`config.mk`:
```
export PLATFORM = sky130hd
export DESIGN_NAME = spi_responder
export DESIGN_NICKNAME = d
export VERILOG_FILES = /design/src/rtl/spi_resp_pkg.sv /design/src/rtl/spi_sync_edge.sv /design/src/rtl/spi_responder.sv
export SDC_FILE = /design/constraint.sdc
export NUM_CORES = 1
export LEC_CHECK = 0
export CAP_MARGIN = 20
export CORE_ASPECT_RATIO = 1.4
export CORE_UTILIZATION = 38
export CTS_CLUSTER_DIAMETER = 80
export DETAILED_ROUTE_END_ITERATION = 10
export GPL_TIMING_DRIVEN = 0
export HOLD_SLACK_MARGIN = 0.12
export SLEW_MARGIN = 5
export SYNTH_ARGS = -nofsm -noshare
export SYNTH_HDL_FRONTEND = slang
export SYNTH_SLANG_ARGS = --single-unit
```
`constraint.sdc`:
```
create_clock -name clk -period 3.35 [get_ports clk]
set_input_delay 0.67 -clock clk [delete_from_list [all_inputs] [get_ports clk]]
set_output_delay 0.67 -clock clk [all_outputs]
set_load 0.01 [all_outputs]
```
`src/rtl/spi_resp_pkg.sv`:
```
// Shared constants, FSM encoding and address helper for the SPI configuration responder.
package spi_resp_pkg;

  localparam int FRAME_BITS = 24;
  localparam int INSTR_BITS = 16;
  localparam int ADDR_W     = 15;
  localparam int DATA_W     = 8;
  localparam int CNT_W      = 5;

  // bit_cnt values seen on the rising edge that completes each field
  localparam logic [CNT_W-1:0] CNT_INSTR_LAST = 5'd15;
  localparam logic [CNT_W-1:0] CNT_FRAME_LAST = 5'd23;
  localparam logic [CNT_W-1:0] CNT_FRAME      = 5'd24;

  typedef enum logic [2:0] {
    IDLE  = 3'd0,
    INSTR = 3'd1,
    WDATA = 3'd2,
    RDATA = 3'd3,
    DONE  = 3'd4
  } state_e;

  function automatic logic addr_hit(input logic [ADDR_W-1:0] addr,
                                    input int unsigned        num_regs);
    return ({17'd0, addr} < num_regs);
  endfunction

endpackage

```
`src/rtl/spi_sync_edge.sv`:
```
// Two-flop synchronizer for one asynchronous SPI pin, plus a history flop for edge pulses.
module spi_sync_edge (
  input  logic clk,
  input  logic rstn,
  input  logic din,
  output logic level,
  output logic rise,
  output logic fall
);

  logic meta_d, meta_q;
  logic sync_d, sync_q;
  logic prev_d, prev_q;

  // Reset low so a pin already low at release produces no falling edge.
  always_comb begin
    meta_d = din;
    sync_d = meta_q;
    prev_d = sync_q;
  end

  // Synchronizer and edge-history registers.
  always_ff @(posedge clk or negedge rstn) begin
    if (!rstn) begin
      meta_q <= 1'b0;
      sync_q <= 1'b0;
      prev_q <= 1'b0;
    end else begin
      meta_q <= meta_d;
      sync_q <= sync_d;
      prev_q <= prev_d;
    end
  end

  assign level = sync_q;
  assign rise  = sync_q & ~prev_q;
  assign fall  = ~sync_q & prev_q;

endmodule

```
`src/rtl/spi_responder.sv`:
```
// SPI mode-0 responder: 24-bit R/W frames against an internal 8-bit register file,
// with all SPI pins oversampled on the system clock.
module spi_responder
  import spi_resp_pkg::*;
#(
  parameter int NUM_REGS = 16
) (
  input  logic                     clk,
  input  logic                     rstn,
  input  logic                     spi_csn,
  input  logic                     spi_sclk,
  input  logic                     spi_mosi,
  output logic                     spi_miso,
  output logic                     spi_miso_oe,
  output logic                     wr_strobe,
  output logic [ADDR_W-1:0]        wr_addr,
  output logic [DATA_W-1:0]        wr_data,
  output logic                     frame_err,
  output logic [NUM_REGS*8-1:0]    cfg_regs
);

  localparam int IDX_W = (NUM_REGS > 1) ? $clog2(NUM_REGS) : 1;

  logic csn_lvl_s, csn_rise_s, csn_fall_s;
  logic sclk_lvl_unused, sclk_rise_raw_s, sclk_fall_raw_s;
  logic mosi_lvl_s, mosi_rise_unused, mosi_fall_unused;
  logic sclk_rise_s, sclk_fall_s;

  spi_sync_edge u_sync_csn (
    .clk(clk), .rstn(rstn), .din(spi_csn),
    .level(csn_lvl_s), .rise(csn_rise_s), .fall(csn_fall_s)
  );

  spi_sync_edge u_sync_sclk (
    .clk(clk), .rstn(rstn), .din(spi_sclk),
    .level(sclk_lvl_unused), .rise(sclk_rise_raw_s), .fall(sclk_fall_raw_s)
  );

  spi_sync_edge u_sync_mosi (
    .clk(clk), .rstn(rstn), .din(spi_mosi),
    .level(mosi_lvl_s), .rise(mosi_rise_unused), .fall(mosi_fall_unused)
  );

  assign sclk_rise_s = sclk_rise_raw_s & ~csn_lvl_s;
  assign sclk_fall_s = sclk_fall_raw_s & ~csn_lvl_s;

  state_e                  state_d, state_q;
  logic [CNT_W-1:0]        bit_cnt_d, bit_cnt_q;
  logic [FRAME_BITS-3:0]   rx_d, rx_q;
  logic [DATA_W-1:0]       tx_d, tx_q;
  logic                    miso_d, miso_q;
  logic                    miso_oe_d, miso_oe_q;
  logic                    wr_strobe_d, wr_strobe_q;
  logic [ADDR_W-1:0]       wr_addr_d, wr_addr_q;
  logic [DATA_W-1:0]       wr_data_d, wr_data_q;
  logic                    frame_err_d, frame_err_q;
  logic [NUM_REGS*8-1:0]   regs_d, regs_q;

  // The R/W bit has left rx by the 24th edge, so rx_shift is frame bits 22:0 there.
  logic [FRAME_BITS-2:0]   rx_shift_s;
  logic [ADDR_W-1:0]       instr_addr_s;
  logic [ADDR_W-1:0]       frame_addr_s;
  logic [DATA_W-1:0]       frame_data_s;
  logic [IDX_W-1:0]        rd_idx_s;
  logic [IDX_W-1:0]        wr_idx_s;
  logic [DATA_W-1:0]       rd_data_s;

  // Field extraction and register-file read mux.
  always_comb begin
    rx_shift_s   = {rx_q, mosi_lvl_s};
    instr_addr_s = rx_shift_s[ADDR_W-1:0];
    frame_addr_s = rx_shift_s[FRAME_BITS-2:DATA_W];
    frame_data_s = rx_shift_s[DATA_W-1:0];
    rd_idx_s     = instr_addr_s[IDX_W-1:0];
    wr_idx_s     = frame_addr_s[IDX_W-1:0];
    if (addr_hit(instr_addr_s, NUM_REGS)) begin
      rd_data_s = regs_q[{rd_idx_s, 3'b000} +: DATA_W];
    end else begin
      rd_data_s = 8'h00;
    end
  end

  // Frame FSM: next state, shift registers, commit and outputs.
  always_comb begin
    state_d     = state_q;
    bit_cnt_d   = bit_cnt_q;
    rx_d        = rx_q;
    tx_d        = tx_q;
    miso_d      = miso_q;
    miso_oe_d   = miso_oe_q;
    wr_strobe_d = 1'b0;
    wr_addr_d   = wr_addr_q;
    wr_data_d   = wr_data_q;
    frame_err_d = 1'b0;
    regs_d      = regs_q;

    if (csn_rise_s) begin
      state_d   = IDLE;
      bit_cnt_d = 5'd0;
      miso_d    = 1'b0;
      miso_oe_d = 1'b0;
      if ((bit_cnt_q != 5'd0) && (bit_cnt_q < CNT_FRAME)) begin
        frame_err_d = 1'b1;
      end else begin
        frame_err_d = 1'b0;
      end
    end else begin
      case (state_q)
        IDLE: begin
          if (csn_fall_s) begin
            state_d   = INSTR;
            bit_cnt_d = 5'd0;
            rx_d      = '0;
          end else begin
            state_d = IDLE;
          end
        end

        INSTR: begin
          if (sclk_rise_s) begin
            rx_d      = rx_shift_s[FRAME_BITS-3:0];
            bit_cnt_d = bit_cnt_q + 5'd1;
            if (bit_cnt_q == CNT_INSTR_LAST) begin
              if (rx_shift_s[INSTR_BITS-1]) begin
                state_d = RDATA;
                tx_d    = rd_data_s;
              end else begin
                state_d = WDATA;
              end
            end else begin
              state_d = INSTR;
            end
          end else begin
            state_d = INSTR;
          end
        end

        WDATA: begin
          if (sclk_rise_s) begin
            rx_d      = rx_shift_s[FRAME_BITS-3:0];
            bit_cnt_d = bit_cnt_q + 5'd1;
            if (bit_cnt_q == CNT_FRAME_LAST) begin
              state_d = DONE;
              if (addr_hit(frame_addr_s, NUM_REGS)) begin
                wr_strobe_d                             = 1'b1;
                wr_addr_d                               = frame_addr_s;
                wr_data_d                               = frame_data_s;
                regs_d[{wr_idx_s, 3'b000} +: DATA_W]    = frame_data_s;
              end else begin
                wr_strobe_d = 1'b0;
              end
            end else begin
              state_d = WDATA;
            end
          end else begin
            state_d = WDATA;
          end
        end

        RDATA: begin
          if (sclk_rise_s) begin
            rx_d      = rx_shift_s[FRAME_BITS-3:0];
            bit_cnt_d = bit_cnt_q + 5'd1;
            if (bit_cnt_q == CNT_FRAME_LAST) begin
              state_d = DONE;
            end else begin
              state_d = RDATA;
            end
          end else if (sclk_fall_s) begin
            miso_d    = tx_q[DATA_W-1];
            miso_oe_d = 1'b1;
            tx_d      = {tx_q[DATA_W-2:0], 1'b0};
          end else begin
            state_d = RDATA;
          end
        end

        // The falling edge after the last read bit releases MISO.
        DONE: begin
          if (sclk_fall_s) begin
            miso_d    = 1'b0;
            miso_oe_d = 1'b0;
          end else begin
            state_d = DONE;
          end
        end

        default: begin
          state_d   = IDLE;
          bit_cnt_d = 5'd0;
          miso_d    = 1'b0;
          miso_oe_d = 1'b0;
        end
      endcase
    end
  end

  // State and datapath registers.
  always_ff @(posedge clk or negedge rstn) begin
    if (!rstn) begin
      state_q     <= IDLE;
      bit_cnt_q   <= 5'd0;
      rx_q        <= '0;
      tx_q        <= 8'h00;
      miso_q      <= 1'b0;
      miso_oe_q   <= 1'b0;
      wr_strobe_q <= 1'b0;
      wr_addr_q   <= 15'd0;
      wr_data_q   <= 8'h00;
      frame_err_q <= 1'b0;
      regs_q      <= {(NUM_REGS*8){1'b0}};
    end else begin
      state_q     <= state_d;
      bit_cnt_q   <= bit_cnt_d;
      rx_q        <= rx_d;
      tx_q        <= tx_d;
      miso_q      <= miso_d;
      miso_oe_q   <= miso_oe_d;
      wr_strobe_q <= wr_strobe_d;
      wr_addr_q   <= wr_addr_d;
      wr_data_q   <= wr_data_d;
      frame_err_q <= frame_err_d;
      regs_q      <= regs_d;
    end
  end

  assign spi_miso    = miso_q;
  assign spi_miso_oe = miso_oe_q;
  assign wr_strobe   = wr_strobe_q;
  assign wr_addr     = wr_addr_q;
  assign wr_data     = wr_data_q;
  assign frame_err   = frame_err_q;
  assign cfg_regs    = regs_q;

endmodule

```
Yosys cells after proc, flatten, opt, wreduce, memory -nomap -nowiden
Cells that the tools add are included.
{"block": "op_classes", "n_addsub": 2, "n_lt_le_gt_ge": 3, "n_eq_ne": 22, "shift": 3, "mux": 43, "bitwise": 11, "reduce_logical": 13}
{"op": "bitwise mux 128 bit", "n": 1}
{"op": "variable shift 8 x 9 -> 128 bit, first input constant", "n": 1}
{"op": "variable part select 128 x 8 -> 8 bit", "n": 1}
{"op": "variable part select 8 x 9 -> 128 bit", "n": 1}
{"op": "2-to-1 mux 8 bit", "n": 6}
{"op": "2-to-1 mux 22 bit", "n": 2}
{"op": "one-hot mux 22 bit (2 select lines)", "n": 1}
{"op": "less-than comparator 15 x 5 -> 1 bit, second input constant", "n": 2}
{"op": "2-to-1 mux 3 bit", "n": 9}
{"op": "2-to-1 mux 1 bit", "n": 16}
{"op": "one-hot mux 8 bit (2 select lines)", "n": 1}
{"op": "2-to-1 mux 5 bit", "n": 3}
{"op": "!= test 3 bit, second input constant", "n": 5}
{"op": "one-hot mux 3 bit (5 select lines)", "n": 1}
{"op": "one-hot mux 5 bit (3 select lines)", "n": 1}
{"op": "!= test 2 bit, second input constant", "n": 7}
{"op": "negation 7 -> 9 bit", "n": 1}
{"op": "AND reduction 4 bit", "n": 2}
{"op": "AND reduction 7 bit", "n": 1}
{"op": "AND 1 bit", "n": 6}
{"op": "equality test 3 x 2 -> 1 bit, second input constant", "n": 2}
{"op": "one-hot mux 1 bit (3 select lines)", "n": 2}
{"op": "OR reduction 3 bit", "n": 2}
{"op": "adder 5 x 1 -> 5 bit, second input constant", "n": 1}
{"op": "16 further kinds", "n": 22}
{"block": "totals", "register_bits": 201, "inputBits": 5, "wordCells": 116}

Depth between registers and ports, before layout
{"block": "logic_depth", "depth_word": 7, "ltp_mapped": 9}

Cells and area by module
Synthesis repeated with hierarchy kept, for this count alone.
{"block": "unflattened", "hier_cells": 804, "area_unflattened_um2": 9382.7}
{"mod": "spi_responder", "n_inst": 1, "cells_per_inst": 789, "area_per_inst_um2": 9112.5}
{"mod": "spi_sync_edge", "n_inst": 3, "cells_per_inst": 5, "area_per_inst_um2": 90.1}

Worst setup path before layout
OpenSTA, ideal clock, no wires.
{"block": "synth_timing", "path_kind": "reg-to-reg", "start": "register u_sync_csn.sync_q (netlist: u_sync_csn.level)", "end": "register regs_q[32] (netlist: cfg_regs[32])", "setup_time_ns": 0.125, "arrival_time_ns": 2.322, "required_time_ns": 3.225, "path_slack_ns": 0.903, "path_stages_with_launch": 8, "path_cell_list": "dfrtp_1 > ha_1 > nor4_1 > nand4_1 > nor3b_4 > and3b_1 > buf_6 > mux2_2"}
{"block": "synth_via", "elab_chain_cells": 3, "elab_cells_between_ends": 5, "cone_classes": "bitwise: 4; reduce/logical: 1"}
{"element": "from (decl)", "line": "spi_sync_edge.sv:12", "rtl": "logic sync_d, sync_q;"}
{"element": "from (signal assigned)", "line": "spi_sync_edge.sv:30", "rtl": "sync_q <= sync_d;"}
{"element": "AND 1 bit or NOT 1 bit (tied branches)", "line": "spi_sync_edge.sv:36, spi_responder.sv:44"}
{"element": "NOT 1 bit (no line) or AND 1 bit (tied branches)"}
{"element": "AND reduction 5 bit (no line) (*)"}
{"element": "to (signal assigned)", "line": "spi_responder.sv:211", "rtl": "regs_q <= {(NUM_REGS*8){1'b0}};"}
{"element": "to (signal assigned)", "line": "spi_responder.sv:223", "rtl": "regs_q <= regs_d;"}
{"element": "to (decl)", "line": "spi_responder.sv:57", "rtl": "logic [NUM_REGS*8-1:0] regs_d, regs_q;"}
Every way passes the cells marked *; elsewhere a longest branch is shown, timed or not.
A chain may end at the register's enable or synchronous reset.

Final worst setup path
{"block": "layout_timing", "start": "register u_sync_csn.sync_q (netlist: u_sync_csn.level)", "end": "register regs_q[17] (netlist: cfg_regs[17])"}
Same word-level chain as after synthesis.

==> results_dict.tcl <==
set metrics [dict create \
    synth_top_family_by_area "multiplexers" \
    portBuffers 159 \
    synth_edf_count 0 \
    drcViolationCount 0 \
    synthFlopType "dfrtp_1" \
    slew_violations 0 \
    finalCritPeriodShare 0.891 \
    n_antenna_cell 0 \
    rsz0062_at_grt "no" \
    arrival_ns 3.37 \
    fin_cells 1176 \
    crit_path_top_delay_cell "nor3b_4" \
    min_period_ns 2.99 \
    pwr-share-clk 0.455 \
    dp_slack_ns 0.388 \
    antenna_found_initial 0 \
    synth-simple-area-share 0.0838 \
    dp_hpwl_um 19700 \
    grt_usage 0.227 \
    cts_tree "built" \
    critPathMaxFanout 8 \
    ys_types 57 \
    drtIter0Drc 487 \
    grt_start_max_net_pins 81 \
    grt-ovfl-total 0 \
    drive_gt1_frac 0.271 \
    ys_top_cells_by_count "dfrtp_1 (201), mux2_2 (144), a22o_1 (29)" \
    area_delta_synth_final_pct 29.8 \
    drt-total-wl_um 27400 \
    synth_top_area_cell "dfrtp_1" \
    cts_hold_buffers 1 \
    synth_compound_area_frac 0.0717 \
    cp_slowest_stage_delay_ns 0.54 \
    finalClockSkew_ns 0.00918 \
    intPower_w 0.00385 \
    synthAdderAreaFrac 0.0109 \
    worstMarginPinSlew_ns 0.873 \
    ys_seq_area_frac 0.550 \
    reg2reg_setup_slack_ns 0.36 \
    syn_nets 683 \
    finalSetupViolCount 0 \
    p_leak_nw 5.48 \
    firstDrtPassIters 5 \
    critical_path_class "flip-flop to flip-flop" \
    path_cells "ha_1 > nor4_1 > nand4_1 > nor3b_4 > nand3_2 > mux2_2" \
    max_cap_violations 0 \
    place_congestion 0.866 \
    place_inst 1137 \
    startpoint_type "flip-flop" \
    worst_skew_pair.late_latency_ns 0.50 \
    critical_path_required_ns 3.74 \
    die-area_sq_mm 0.0247 \
    avgSynthCellArea_sq_um 13.6 \
    postCtsSetupBuffers 0 \
    finalNetCount 869 \
    viasPerCell 5.58 \
    cts.sinks 201 \
    chipWidth_um 133 \
    switching_share 0.229 \
    synth.mux.area_fraction 0.253 \
    setup_slack_ns 0.365 \
    p_seq_frac 0.491 \
    ant_nets 0 \
    ys_async_sr_fraction 1.00 \
    grt_pass1_wl_um 41800 \
    power_density_mw_per_mm2 421 \
    core_sq_mm 0.0235 \
    ir_drop_mv 0.340 \
    initial_core_util 0.390 \
    yosysMostFrequentCell "dfrtp_1" \
    status "finished clean" \
    cts_root_buf "clkbuf_16" \
    grt_pass1_vias 6777 \
    yosysTopAreaCellShare 0.550 \
    wl_per_cell_um 23.3 \
    crit_path_end_kind "flip-flop" \
    vias 6565 \
    die_h_um 186 \
    yosysWarnings 0 \
    synth_cells 670 \
    synth_seq_cells 201 \
    synth_xor_area_frac 0.00287 \
    fmax_mhz 335 \
    switchingPower_w 0.00114 \
    netlist_area_sq_mm 0.00914 \
    maxSlewHeadroom 0.418 \
    cts_buffers 21 \
    synth_area_leaders "dfrtp_1 (55%), mux2_2 (18%), mux4_2 (4.9%)" \
    finalHoldViolCount 0 \
    path_clk_slew_ns 0.06 \
    hold_path_class "flip-flop to flip-flop" \
    power_frac_comb 0.054 \
    ios 160 \
    core.rowCount 66 \
    clockBufferDepth 3 \
    post_cts_resized 0 \
    h-tree-depth 1 \
]
[power by group through the flow]
stage | clock network, W | registers, W | logic, W
final | 0.00227 | 0.00245 | 0.000270
after CTS | 0.00232 | 0.00245 | 0.000274
after floorplan | 0 | 0.00249 | 0.000142
after global placement | 0 | 0.00250 | 0.000258
after detailed placement | 0 | 0.00250 | 0.000273
after global routing | 0.00243 | 0.00245 | 0.000297
[cell families after synthesis]
group,after synthesis
mux,188
flops,201
xor+xnor,3
simple gates,121
fa+ha+maj,8
buf+inv,59
compound gates,90
[worst paths after layout]
path,to,from,cells past startpoint
max in group asynchronous,bit_cnt_q[4]$_DFFE_PN0P_,rstn,4
hold / removal,u_sync_mosi.level$_DFF_PN0_,u_sync_mosi.meta_q$_DFF_PN0_,0
hold reg to reg,u_sync_mosi.level$_DFF_PN0_,u_sync_mosi.meta_q$_DFF_PN0_,0
setup reg to reg,cfg_regs[17]$_DFFE_PN0P_,u_sync_csn.level$_DFF_PN0_,6
min in group asynchronous,wr_addr[11]$_DFFE_PN0P_,rstn,2
setup / recovery,cfg_regs[17]$_DFFE_PN0P_,u_sync_csn.level$_DFF_PN0_,6
[critical path: cells and delay by family, from the launching register on]
family / cells / cell delay (ns)
flops: 1 / 0.47
mux: 1 / 0.42
fa+ha+maj: 1 / 0.29
simple gates: 4 / 1.69
[routing by layer]
layer | track usage | part of all wire | wire length, um
met2 | 0.397 | 0.50 | 13800
met5 | 0 | 0 | 0
met3 | 0.0359 | 0.071 | 1950
met4 | 0.0850 | 0.035 | 969
met1 | 0.281 | 0.39 | 10800
[placed cells by master, fill, tap and decap left out, drive strengths merged, types with 5 or more instances in the layout]
master         netlist  layout
dfrtp              201     201
clkdlybuf4s50        0     158
mux2               147     147
clkbuf              24      56
a22o                29      29
nor2                22      22
mux2i               21      21
mux4                20      20
buf                 17      20
inv                 18      19
nand2               17      17
a21oi               17      17
nor2b               14      14
nand3               13      13
and3                11      11
o21ai               10      10
and2                 9       9
ha                   8       8
nand2b               7       7
o22ai                7       7
o22a                 6       6
a32oi                6       6
clkinv               0       5
nor3                 5       5
[stage by stage]
step	cell area, sq um	utilization	total power (W)	hold WS (ns)	setup TNS (ns)
after floorplan	9140	-	0.00263	0.331	0
after global placement	11100	0.474	0.00276	0.336	-1291.05
after detailed placement	11200	0.477	0.00277	0.338	0
after CTS	11900	0.506	0.00505	0.354	0
after global routing	11900	0.506	0.00518	0.365	0
final	11900	0.506	0.00499	0.351	0
[cell type report]
class,instances,area (sq um)
Buffer,41,181
Clock buffer,31,643
Multi-Input combinational cell,410,3860
Sequential cell,201,5030
Clock inverter,6,33.8
Fill cell,2051,11600
Tap cell,306,383
Inverter,18,67.6
Timing Repair Buffer,163,1670
[flip-flops by register name (all words and copies together) (netlist names), 3 cells and up]
| signal | cells |
|---|---|
| wr_data | 8 |
| bit_cnt_q | 5 |
| tx_q | 8 |
| cfg_regs | 128 |
| rx_q | 22 |
| state_q | 3 |
| wr_addr | 15 |
(Power assumes the default switching activity.)
